File: src/rtl/hog_pix_feeder.sv
// hog_pix_feeder: streams one frame of 4-pixel words from word memory
// to the HOG pixel consumer through a small prefetch FIFO.
// Memory reads are issued from an occupancy budget of (FIFO words +
// reads in flight), so the FIFO cannot overflow and no backpressure
// to memory is needed. Delivery is a registered strobe (ready) with
// the word on o_data in the same cycle.
module hog_pix_feeder #(
  parameter int PIX_W  = 8,
  parameter int IMG_W  = 160,
  parameter int IMG_H  = 96,
  parameter int ADDR_W = 12,
  parameter int DEPTH  = 4
) (
  input  logic                 clk,
  input  logic                 rst,
  input  logic                 start,
  output logic                 busy,
  output logic                 done,
  output logic                 mem_rd,
  output logic [ADDR_W-1:0]    mem_addr,
  input  logic [4*PIX_W-1:0]   mem_rdata,
  input  logic                 request,
  output logic                 ready,
  output logic [4*PIX_W-1:0]   o_data
);

  localparam int NWORDS = IMG_W * IMG_H / 4;
  localparam int CW     = $clog2(NWORDS + 1);
  localparam int PW     = (DEPTH > 1) ? $clog2(DEPTH) : 1;
  localparam int FW     = $clog2(DEPTH + 1);
  localparam int STAGES = 1;

  localparam logic [CW-1:0] NWORDS_C = CW'(NWORDS);
  localparam logic [FW:0]   DEPTH_C  = (FW+1)'(DEPTH);

  typedef enum logic [1:0] {IDLE, RUN, DONE} state_t;

  state_t                         state, state_nxt;
  logic [CW-1:0]                  issued, delivered;
  // vld_pipe[0]: read issued this cycle (drives mem_rd)
  // vld_pipe[1]: its data is on mem_rdata this cycle
  logic [STAGES:0]                vld_pipe;
  logic [DEPTH-1:0][4*PIX_W-1:0]  fifo_mem;
  logic [PW-1:0]                  wr_ptr, rd_ptr;
  logic [FW-1:0]                  fifo_count;
  logic [FW:0]                    occ;
  logic                           frame_go, issue, push, pop;

  assign mem_rd = vld_pipe[0];

  // Issue / push / pop decisions for the coming edge
  always_comb begin
    frame_go = (state == IDLE) && start;
    occ      = {1'b0, fifo_count} + (FW+1)'(vld_pipe[0]) + (FW+1)'(vld_pipe[1]);
    issue    = (state == RUN) && (issued != NWORDS_C) && (occ < DEPTH_C);
    push     = vld_pipe[1];
    pop      = (state == RUN) && request && (fifo_count != '0) &&
               (delivered != NWORDS_C);
  end

  // State register
  always_ff @(posedge clk or negedge rst) begin
    if (!rst) state <= IDLE;
    else      state <= state_nxt;
  end

  // Next state and status outputs
  always_comb begin
    state_nxt = state;
    busy      = 1'b0;
    done      = 1'b0;
    unique case (state)
      IDLE: if (start) state_nxt = RUN;
      RUN: begin
        busy = 1'b1;
        if (delivered == NWORDS_C) state_nxt = DONE;
      end
      DONE: begin
        busy      = 1'b1;
        done      = 1'b1;
        state_nxt = IDLE;
      end
      default: state_nxt = IDLE;
    endcase
  end

  // Read issue: address counter, strobe and in-flight tracking
  always_ff @(posedge clk or negedge rst) begin
    if (!rst) begin
      vld_pipe <= '0;
      issued   <= '0;
      mem_addr <= '0;
    end else begin
      vld_pipe <= {vld_pipe[STAGES-1:0], issue};
      if (frame_go) begin
        issued <= '0;
      end else if (issue) begin
        mem_addr <= ADDR_W'(issued);
        issued   <= issued + CW'(1);
      end
    end
  end

  // FIFO storage; contents need no reset since count gates every read
  always_ff @(posedge clk) begin
    if (push) fifo_mem[wr_ptr] <= mem_rdata;
  end

  // FIFO pointers and occupancy
  always_ff @(posedge clk or negedge rst) begin
    if (!rst) begin
      wr_ptr     <= '0;
      rd_ptr     <= '0;
      fifo_count <= '0;
    end else begin
      if (push) wr_ptr <= wr_ptr + PW'(1);
      if (pop)  rd_ptr <= rd_ptr + PW'(1);
      unique case ({push, pop})
        2'b10:   fifo_count <= fifo_count + FW'(1);
        2'b01:   fifo_count <= fifo_count - FW'(1);
        default: fifo_count <= fifo_count;
      endcase
    end
  end

  // Registered delivery strobe; o_data holds between strobes
  always_ff @(posedge clk or negedge rst) begin
    if (!rst) begin
      ready     <= 1'b0;
      o_data    <= '0;
      delivered <= '0;
    end else begin
      ready <= pop;
      if (frame_go) begin
        delivered <= '0;
      end else if (pop) begin
        o_data    <= fifo_mem[rd_ptr];
        delivered <= delivered + CW'(1);
      end
    end
  end

endmodule

File: config.mk
export PLATFORM = sky130hd
export DESIGN_NAME = hog_pix_feeder
export DESIGN_NICKNAME = d
export VERILOG_FILES = /design/src/rtl/hog_pix_feeder.sv
export SDC_FILE = /design/constraint.sdc
export NUM_CORES = 1
export LEC_CHECK = 0
export BUFFER_PORTS_ARGS = -buffer_cell sky130_fd_sc_hd__buf_4
export CAP_MARGIN = 20
export CORE_ASPECT_RATIO = 2
export CORE_MARGIN = 2
export CORE_UTILIZATION = 63
export DETAILED_ROUTE_END_ITERATION = 8
export GPL_TIMING_DRIVEN = 0
export PLACE_DENSITY = 0.92
export SYNTH_ARGS = -nofsm -noshare
export SYNTH_HDL_FRONTEND = slang
export SYNTH_SLANG_ARGS = --single-unit
export TNS_END_PERCENT = 100
File: constraint.sdc
create_clock -name clk -period 7.95 [get_ports clk]
set_clock_uncertainty 0.15 [all_clocks]
set_input_delay 0.3975 -clock clk [delete_from_list [all_inputs] [get_ports clk]]
set_output_delay 0.3975 -clock clk [all_outputs]
set_load 0.02 [all_outputs]
==> impl_metrics.toml, run 1 <==
[status]
run_status = "finished, final reports clean"

[cells_and_area]
final_nets = 656
fin_area_sq_um = 10100
drive_gt1_share_pct = 32.7
area_growth_pct = 21.8
fin_util_pct = 78.3
diodes = 0

[routing]
met1_length_um = 6080
post_drt_wl_per_cell_um = 22.9
remaining_drc_errors = 0
drt-pass1-iter-count = 6
ant_nets = 0
vias = 4688
routed_wirelength_um = 17600
wl_met2_um = 9950
wl_met3_um = 946
drtIter0Drc = 263
top_layer = "met4"
drt-vias-per-instance = 6.11

[timing]
finalSetupViolations = 0
slew_headroom_pct = 36.3
fmax_mhz = 317
period_needed_ns = 3.16
final-max-slew-violation-count = 0
whs_ns = 0.185
hold_violations = 0
tightest_slew_ns = 0.955
setup_tns_ns = 0
final.period_utilization_pct = 39.7
rsz0062_at_grt = "false"

[worst_setup_path]
path_delay_family = "adder cells"
end_kind = "register"
slowest_stage = "a31oi_2"
cp_slowest_stage_delay_ns = 0.65
critPathLaunchType = "register"
critPathBufInv = 2
path_cells = "inv_1 -> ha_1 -> o311ai_1 -> a31oi_2 -> ha_1 -> inv_1 -> fa_1 -> xor2_1 -> nor2_1 -> xor2_1"
crit_type = "register to register"
cp.required_ns = 8.19
cp_max_fo = 10
crit_arrival_ns = 3.40

[yosys]
yosysWarnings = 0
synth.most_common_cell = "edfxtp_1"
yosysTopAreaCellShare_pct = 46.3
syn_nets = 519
synth-seq-cells = 208
synth-seq-area-share_pct = 70.4
synth_area_leaders = "edfxtp_1 46%, dfrtp_1 24%, mux4_2 8.7%, mux2_2 4.9%, ha_1 2.3%"
synth-main-ff-cell = "edfxtp_1"
synth_cells = 467
synth.avg_cell_area_sq_um = 17.8
synth-async-reset-ratio_pct = 38.5
synthesis.area_sq_um = 8310
synth-edff-count = 128
ys_top_cells_by_count = "128 x edfxtp_1, 80 x dfrtp_1, 36 x mux2_2"
yosysTopAreaCell = "edfxtp_1"
synthDistinctLibCells = 50

[clocking]
cts_sinks = 208
tritoncts = "built"
clockBufferDepth = 3
path_clk_slew_ns = 0.07
clk_latency_ns = 0.48
ctsRootBufferMaster = "clkbuf_16"
htree_levels = 1
cts_resized = 0
cts_made_buffers = 18

[power]
pwr_density_cell_nw_per_um2 = 347
power_frac_comb_pct = 30.7
p_int_w = 0.00243
swShare_pct = 30.8
p_leak_nw = 3.98
p_seq_share_pct = 42.3
irDropWorstVdd_uv = 311
pwr-share-clk_pct = 27.0
switchingPower_w = 0.00108

[placed_design]
routabilityCongestion = 0.885
port_buffers = 83
placed_area_sq_um = 9130
hpwlAfterDp_um = 10500

[floorplanning]
start_util_pct = 64.3
dieArea_sq_um = 14200
io-pin-count = 84
coreArea_sq_um = 12900
die_w_um = 85.2
fp-row-count = 59
die_h_um = 166

[global_route]
grt_overflow_total = 0
antenna_found_initial = 0
grt_max_degree = 81
first_global_vias = 5216
track_usage_pct = 26.2
grt_first_pass_wirelength_um = 28500

[worst_hold_path]
hp-class = "input port to asynchronous set/reset pin"

[flow_run]
max_cap_violations = 0
## path summary, 6_finish.rpt
path | from | endpoint | slack [ns] | cells past startpoint
worst max-delay path | state[1]$_DFFE_PN0P_ | fifo_count[2]$_DFFE_PN0P_ | 4.79 | 10
worst min-delay path | rst | delivered[4]$_DFFE_PN0P_ | 0.19 | 2
worst max register to register | state[1]$_DFFE_PN0P_ | fifo_count[2]$_DFFE_PN0P_ | 4.79 | 10
worst min register to register | vld_pipe[0]$_DFF_PN0_ | vld_pipe[1]$_DFF_PN0_ | 0.30 | 0
max in group asynchronous | rst | issued[1]$_DFFE_PN0P_ | 6.86 | 3
min in group clk | start | issued[4]$_DFFE_PN0P_ | 0.25 | 4
## per-layer routing
metal / track usage (%) / vias to the layer above
met5: 0 / -
met4: 9.73 / 0
met3: 4.06 / 49
met2: 47.6 / 197
met1: 30.9 / 2384
li1: - / 2058
## logic make-up (layout without fill, tap and decap cells)
logic type	after synthesis	in the layout	synth area share [%]
simple gates	85	85	5.66
xor+xnor	13	13	1.37
buf+inv	30	178	1.70
flops	208	208	70.4
fa+ha+maj	16	16	2.50
compound gates	34	34	2.70
mux	81	81	15.7
## placed cells by master (no fill, tap or decap), drive strengths merged, types with 2 or more instances in the layout
cell type and n:
edfxtp 128, buf 91, dfrtp 80, mux2 46
dlygate4sd3 33, mux4 32, clkbuf 29, nand2 21
inv 16, ha 15, nor2 13, a21oi 10
nand3 10, o21ai 9, xnor2 7, and2 7
xor2 6, nand4 6, or4 5, and3 4
nor3 4, bufinv 4, or3 4, clkinv 4
nand2b 3, mux2i 3, o31ai 3, a31oi 3
nor4b 2, nor4 2, o311ai 2
## power groups by stage
stage	Clock (W)	Combinational, W	Sequential [W]
after detailed placement	0	0.00105	0.00150
after floorplan	0	0.000590	0.00158
after global routing	0.000998	0.00116	0.00151
final	0.000949	0.00108	0.00149
after global placement	0	0.000998	0.00148
after CTS	0.000952	0.00108	0.00148
## through the flow
stage	total power [W]	setup WS [ns]	std cells
2_1_floorplan	0.00217	5.39	467
3_3_place_gp	0.00248	4.97	702
3_5_place_dp	0.00255	4.89	702
4_1_cts	0.00351	4.84	766
5_1_grt	0.00366	4.52	767
6_report	0.00352	4.79	767
## cell type report
cell class / instances / area (sq um)
flip-flops and latches: 208 / 5850
fillers: 634 / 2800
multi-input cells: 229 / 2330
repair buffers: 117 / 981
clock buffers: 21 / 483
well taps: 152 / 190
clock inverters: 10 / 153
plain buffers: 15 / 85.1
inverters: 15 / 56.3
## registers in the layout, indices dropped and copies added, names as in the netlist
| signal | cells |
|---|---|
| ready | 1 |
| state | 2 |
| fifo_count | 3 |
| delivered | 12 |
| mem_addr | 12 |
| issued | 12 |
| vld_pipe | 2 |
| fifo_mem | 128 |
| o_data | 32 |
| wr_ptr | 2 |
| rd_ptr | 2 |
## what timing repair did
action	CTS	global route
buffers inserted	0	0
endpoints found under the hold margin	139	0
hold buffers	33	0
No activity file was read; power rests on OpenSTA's default activity.
==> run 2: changes to the inputs <==
Settings changed: CORE_UTILIZATION 63 to 53, PLACE_DENSITY 0.92 to 0.84.
Clock period 7.95 ns to 2.9 ns, I/O delays scaled along.
==> run 2 against run 1 <==
Compared with the run above: hold slack worse by 0.11 ns; maximum frequency up 18%; global-route usage is 6.0 points lower; critical path depth did not move; design area up 1.4%; routed wire length fell by 6.6%.
==> impl_metrics.toml, run 2 (same netlist as run 1, synthesis figures left out) <==
[worst_setup_path]
cp_slowest_stage_delay_ns = 0.40
startpoint = "state[1]$_DFFE_PN0P_"
r2r_end = "fifo_count[2]$_DFFE_PN0P_"
ff2ff_setup_slack_ns = 0.23
cp_max_fo = 7
critPathBufInv = 2
crit_type = "register to register"
crit_arrival_ns = 2.93
critPathLaunchType = "register"
cp.required_ns = 3.16
path_delay_family = "adder cells"
slowest_stage = "dfrtp_1"
path_cells = "inv_1 -> ha_1 -> o311ai_2 -> a31oi_4 -> ha_1 -> inv_1 -> fa_1 -> xor2_1 -> nor2_1 -> xor2_1"
cp_num_cells = 10
end_kind = "register"
endpoint = "fifo_count[2]$_DFFE_PN0P_"
reg2reg_depth = 10
r2r_start = "state[1]$_DFFE_PN0P_"

[power]
pwr_density_cell_nw_per_um2 = 932
p_seq_share_pct = 42.5
power_frac_comb_pct = 30.4
pwr-share-clk_pct = 27.1
p_int_w = 0.00666
swShare_pct = 30.4
p_leak_nw = 4.02
irDropWorstVdd_uv = 692
p_total_w = 0.00957
switchingPower_w = 0.00291

[global_route]
antenna_found_initial = 0
track_usage_pct = 20.2
first_global_vias = 5034
grt_max_degree = 81
grt_first_pass_wirelength_um = 26000
grt_overflow_total = 0

[cells_and_area]
diodes = 0
largest_reg_flops = 128
fin_util_pct = 67.1
layout_commonest_cell = "edfxtp_1"
instances_no_fill = 822
final_cell_mix = "128 x edfxtp_1, 91 x buf_4, 80 x dfrtp_1"
drive_gt1_share_pct = 33.8
fill_cells = 1018
area_growth_pct = 23.6
regMostFlops = "fifo_mem"
final_nets = 664
largestRegisters = "fifo_mem (128), o_data (32)"

[routing]
routed_wirelength_um = 16400
drt-vias-per-instance = 5.59
drtIter0Drc = 159
remaining_drc_errors = 0
post_drt_wl_per_cell_um = 20.0
ant_nets = 0
drt-pass1-iter-count = 4
vias = 4596

[timing]
fmax_mhz = 375
final-max-slew-violation-count = 0
period_needed_ns = 2.67
rsz0062_at_grt = "false"
finalSetupViolations = 0
final.period_utilization_pct = 92.0
whs_ns = 0.0729
slew_headroom_pct = 37.7
tightest_slew_ns = 0.934
hold_violations = 0
layout_setup_ws_ns = 0.232

[floorplanning]
coreArea_sq_um = 15300
dieArea_sq_um = 16800
die_h_um = 181
io-pin-count = 84
die_w_um = 92.5
fp-row-count = 64
start_util_pct = 54.3

[clocking]
clk_latency_ns = 0.48
tritoncts = "built"
cts_sinks = 208
htree_levels = 1
clockBufferDepth = 3
cts_made_buffers = 19
ctsRootBufferMaster = "clkbuf_16"
path_clk_slew_ns = 0.07

[worst_hold_path]
hp-class = "input port to register"
min_from = "request"

[placed_design]
routabilityCongestion = 0.931
hpwlAfterDp_um = 10600
placed_cells_incl_taps = 748
port_buffers = 83
dp_slack_ns = -0.127

[status]
run_status = "finished, final reports clean"

[flow_run]
max_cap_violations = 0
[run 2: what timing repair did]
item,4_1_cts,5_1_grt
endpoints found under the setup margin,2,1
resized for setup,1,1
endpoints found under the hold margin,209,9
buffers inserted,0,5
hold buffers,34,1
[run 2: tightest hold or removal path, stage by stage]
cell	delay, ns
buf_4	0.13
o311a_1	0.18
nand3_1	0.14
mux2i_1	0.07
[run 2: how the worst min path moves through the flow]
stage | end | slack [ns] | depth (start not counted)
after floorplan | delivered[0]$_DFFE_PN0P_ | -0.30 | 0
after global placement | fifo_mem[75]$_DFFE_PP_ | 0.19 | 1
after detailed placement | fifo_mem[56]$_DFFE_PP_ | 0.20 | 1
after CTS | delivered[6]$_DFFE_PN0P_ | 0.05 | 4
after global routing | ready$_DFF_PN0_ | 0.08 | 4
final | delivered[6]$_DFFE_PN0P_ | 0.07 | 4
[run 2: metrics by stage]
stage | TNS (ns) | area, sq um
floorplan | 0 | 8310
global placement | -0.0469 | 9180
detailed placement | -0.127 | 9190
CTS | 0 | 10200
global route | 0 | 10300
finish | 0 | 10300
[run 2: cell type report]
| cell class | instances | area (sq um) | share of cell area (%) |
|---|---|---|---|
| plain buffers | 15 | 85.1 | 0.829 |
| clock buffers | 23 | 500 | 4.88 |
| clock inverters | 10 | 149 | 1.45 |
| inverters | 15 | 56.3 | 0.548 |
| multi-input cells | 229 | 2340 | 22.8 |
| flip-flops and latches | 208 | 5850 | 56.9 |
| well taps | 198 | 248 | 2.41 |
| repair buffers | 124 | 1040 | 10.1 |
[run 2: power by group through the flow]
stage	Combinational [W]	Clock (W)	Sequential (W)
detailed placement	0.00285	0	0.00410
floorplan	0.00162	0	0.00432
CTS	0.00292	0.00264	0.00405
global route	0.00314	0.00277	0.00412
finish	0.00291	0.00259	0.00406
global placement	0.00275	0	0.00407
[run 2: per-layer routing]
layer | vias to the layer above | share of wire (%) | global-route usage, % | routed length, um
li1 | 2085 | - | - | -
met2 | 131 | 59 | 38.6 | 9760
met4 | 0 | 2.5 | 7.22 | 409
met1 | 2350 | 34 | 22.1 | 5580
met5 | - | 0 | 0 | 0
met3 | 30 | 4.1 | 3.00 | 666
==> run 3: changes to the inputs <==
==> constraint.sdc (replaced) <==
create_clock -name clk -period 2.9 [get_ports clk]
set_clock_uncertainty 0.15 [all_clocks]
set_input_delay 0.29 -clock clk [delete_from_list [all_inputs] [get_ports clk]]
set_output_delay 0.29 -clock clk [all_outputs]
set_load 0.02 [all_outputs]
==> run 3 against run 2 <==
Compared with the run above: clock-buffer cell count did not move; global-route usage unchanged; combinational power about the same; sequential share of layout area is 0.11 points higher; critical path type unchanged; largest cell class unchanged.
==> impl_metrics.toml, run 3 (same netlist as run 1, synthesis figures left out) <==
[flow_run]
max_cap_violations = 0

[clocking]
path_clk_slew_ns = 0.07
clockBufferDepth = 3
cts_made_buffers = 19
clk_latency_ns = 0.48
cts_sinks = 208
ctsRootBufferMaster = "clkbuf_16"
htree_levels = 1
tritoncts = "built"

[placed_design]
port_buffers = 83
dp_slack_ns = -0.127
routabilityCongestion = 0.931
placed_cells_incl_taps = 748
hpwlAfterDp_um = 10600

[timing]
rsz0062_at_grt = "false"
whs_ns = 0.0337
tightest_slew_ns = 0.934
finalSetupViolations = 0
period_needed_ns = 2.67
layout_setup_ws_ns = 0.230
final.period_utilization_pct = 92.1
fmax_mhz = 375
hold_violations = 0
final-max-slew-violation-count = 0
slew_headroom_pct = 37.7

[floorplanning]
fp-row-count = 64
start_util_pct = 54.3
die_h_um = 181
dieArea_sq_um = 16800
io-pin-count = 84
coreArea_sq_um = 15300
die_w_um = 92.5

[cells_and_area]
final_nets = 662
largest_reg_flops = 128
fill_cells = 1020
drive_gt1_share_pct = 33.9
diodes = 0
largestRegisters = "fifo_mem (128), o_data (32)"
layout_commonest_cell = "edfxtp_1"
fin_util_pct = 67.0
area_growth_pct = 23.3
regMostFlops = "fifo_mem"
final_cell_mix = "128 x edfxtp_1, 91 x buf_4, 80 x dfrtp_1"
instances_no_fill = 820

[global_route]
first_global_vias = 5034
grt_max_degree = 81
antenna_found_initial = 0
track_usage_pct = 20.2
grt_first_pass_wirelength_um = 26000
grt_overflow_total = 0

[routing]
drtIter0Drc = 153
vias = 4595
remaining_drc_errors = 0
drt-vias-per-instance = 5.60
routed_wirelength_um = 16400
drt-pass1-iter-count = 4
ant_nets = 0
post_drt_wl_per_cell_um = 20.0

[power]
pwr_density_cell_nw_per_um2 = 933
irDropWorstVdd_uv = 693
p_leak_nw = 4.02

[worst_setup_path]
crit_type = "register to register"
ff2ff_setup_slack_ns = 0.23
end_kind = "register"
critPathLaunchType = "register"
cp_max_fo = 7
cp.required_ns = 3.16
reg2reg_depth = 10
crit_arrival_ns = 2.93
r2r_end = "fifo_count[2]$_DFFE_PN0P_"
r2r_start = "state[1]$_DFFE_PN0P_"

[worst_hold_path]
hp-class = "input port to asynchronous set/reset pin"

[status]
run_status = "finished, final reports clean"
[run 3: cell count changes in the layout (fill, tap and decap cells not counted)]
| cell | previous run | this run |
|---|---|---|
| dlygate4sd3_1 | 35 | 33 |
[run 3: stage by stage]
step	TNS (ns)	area [sq um]	total power (W)
4_1_cts	0	10200	0.00960
3_5_place_dp	-0.127	9190	0.00695
2_1_floorplan	0	8310	0.00594
6_report	0	10200	0.00956
5_1_grt	0	10200	0.0100
3_3_place_gp	-0.0469	9180	0.00683
[run 3: final cells by class]
type / instances / area (sq um) / area share (%)
clock inverter: 10 / 149 / 1.45
multi-input combinational: 229 / 2340 / 22.9
inverter: 15 / 56.3 / 0.550
timing repair buffer: 122 / 1020 / 9.94
tap: 198 / 248 / 2.42
clock buffer: 23 / 500 / 4.88
buffer: 15 / 85.1 / 0.830
sequential: 208 / 5850 / 57.1
[run 3: how the worst max path moves through the flow]
| stage | from | endpoint | slack, ns | cells past startpoint |
|---|---|---|---|---|
| 3_3_place_gp | state[1]$_DFFE_PN0P_ | fifo_count[2]$_DFFE_PN0P_ | -0.05 | 10 |
| 6_report | state[1]$_DFFE_PN0P_ | fifo_count[2]$_DFFE_PN0P_ | 0.23 | 10 |
| 3_5_place_dp | state[1]$_DFFE_PN0P_ | fifo_count[2]$_DFFE_PN0P_ | -0.13 | 10 |
| 2_1_floorplan | state[1]$_DFFE_PN0P_ | fifo_count[2]$_DFFE_PN0P_ | 0.34 | 10 |
| 4_1_cts | state[1]$_DFFE_PN0P_ | fifo_count[2]$_DFFE_PN0P_ | 0.02 | 10 |
| 5_1_grt | state[1]$_DFFE_PN0P_ | fifo_count[2]$_DFFE_PN0P_ | 0.07 | 10 |
[run 3: metal layers]
metal | track usage [%] | part of all wire [%] | vias to the layer above
met5 | 0 | 0 | -
met4 | 7.22 | 2.4 | 0
met3 | 3.04 | 4.1 | 28
met2 | 38.6 | 60 | 133
met1 | 22.0 | 34 | 2350
li1 | - | - | 2084
[run 3: power breakdown]
part           leakage (nW)  internal, W  total, W  switching, W
Combinational          1.52      0.00140   0.00291       0.00151
Clock                 0.311      0.00152   0.00259       0.00107
Sequential             2.18      0.00374   0.00406      0.000324
[run 3: critical path, stage by stage, from the launching register on]
cell      delay [ns]
dfrtp_1         0.40
inv_1           0.12
ha_1            0.26
o311ai_2        0.25
a31oi_4         0.34
ha_1            0.24
inv_1           0.06
fa_1            0.37
xor2_1          0.16
nor2_1          0.11
xor2_1          0.14
[run 3: what timing repair did]
action | 4_1_cts | 5_1_grt
hold endpoints to repair | 208 | 0
gates resized for setup | 1 | 1
setup buffers | 0 | 5
hold buffers | 33 | 0
endpoints found under the setup margin | 2 | 1
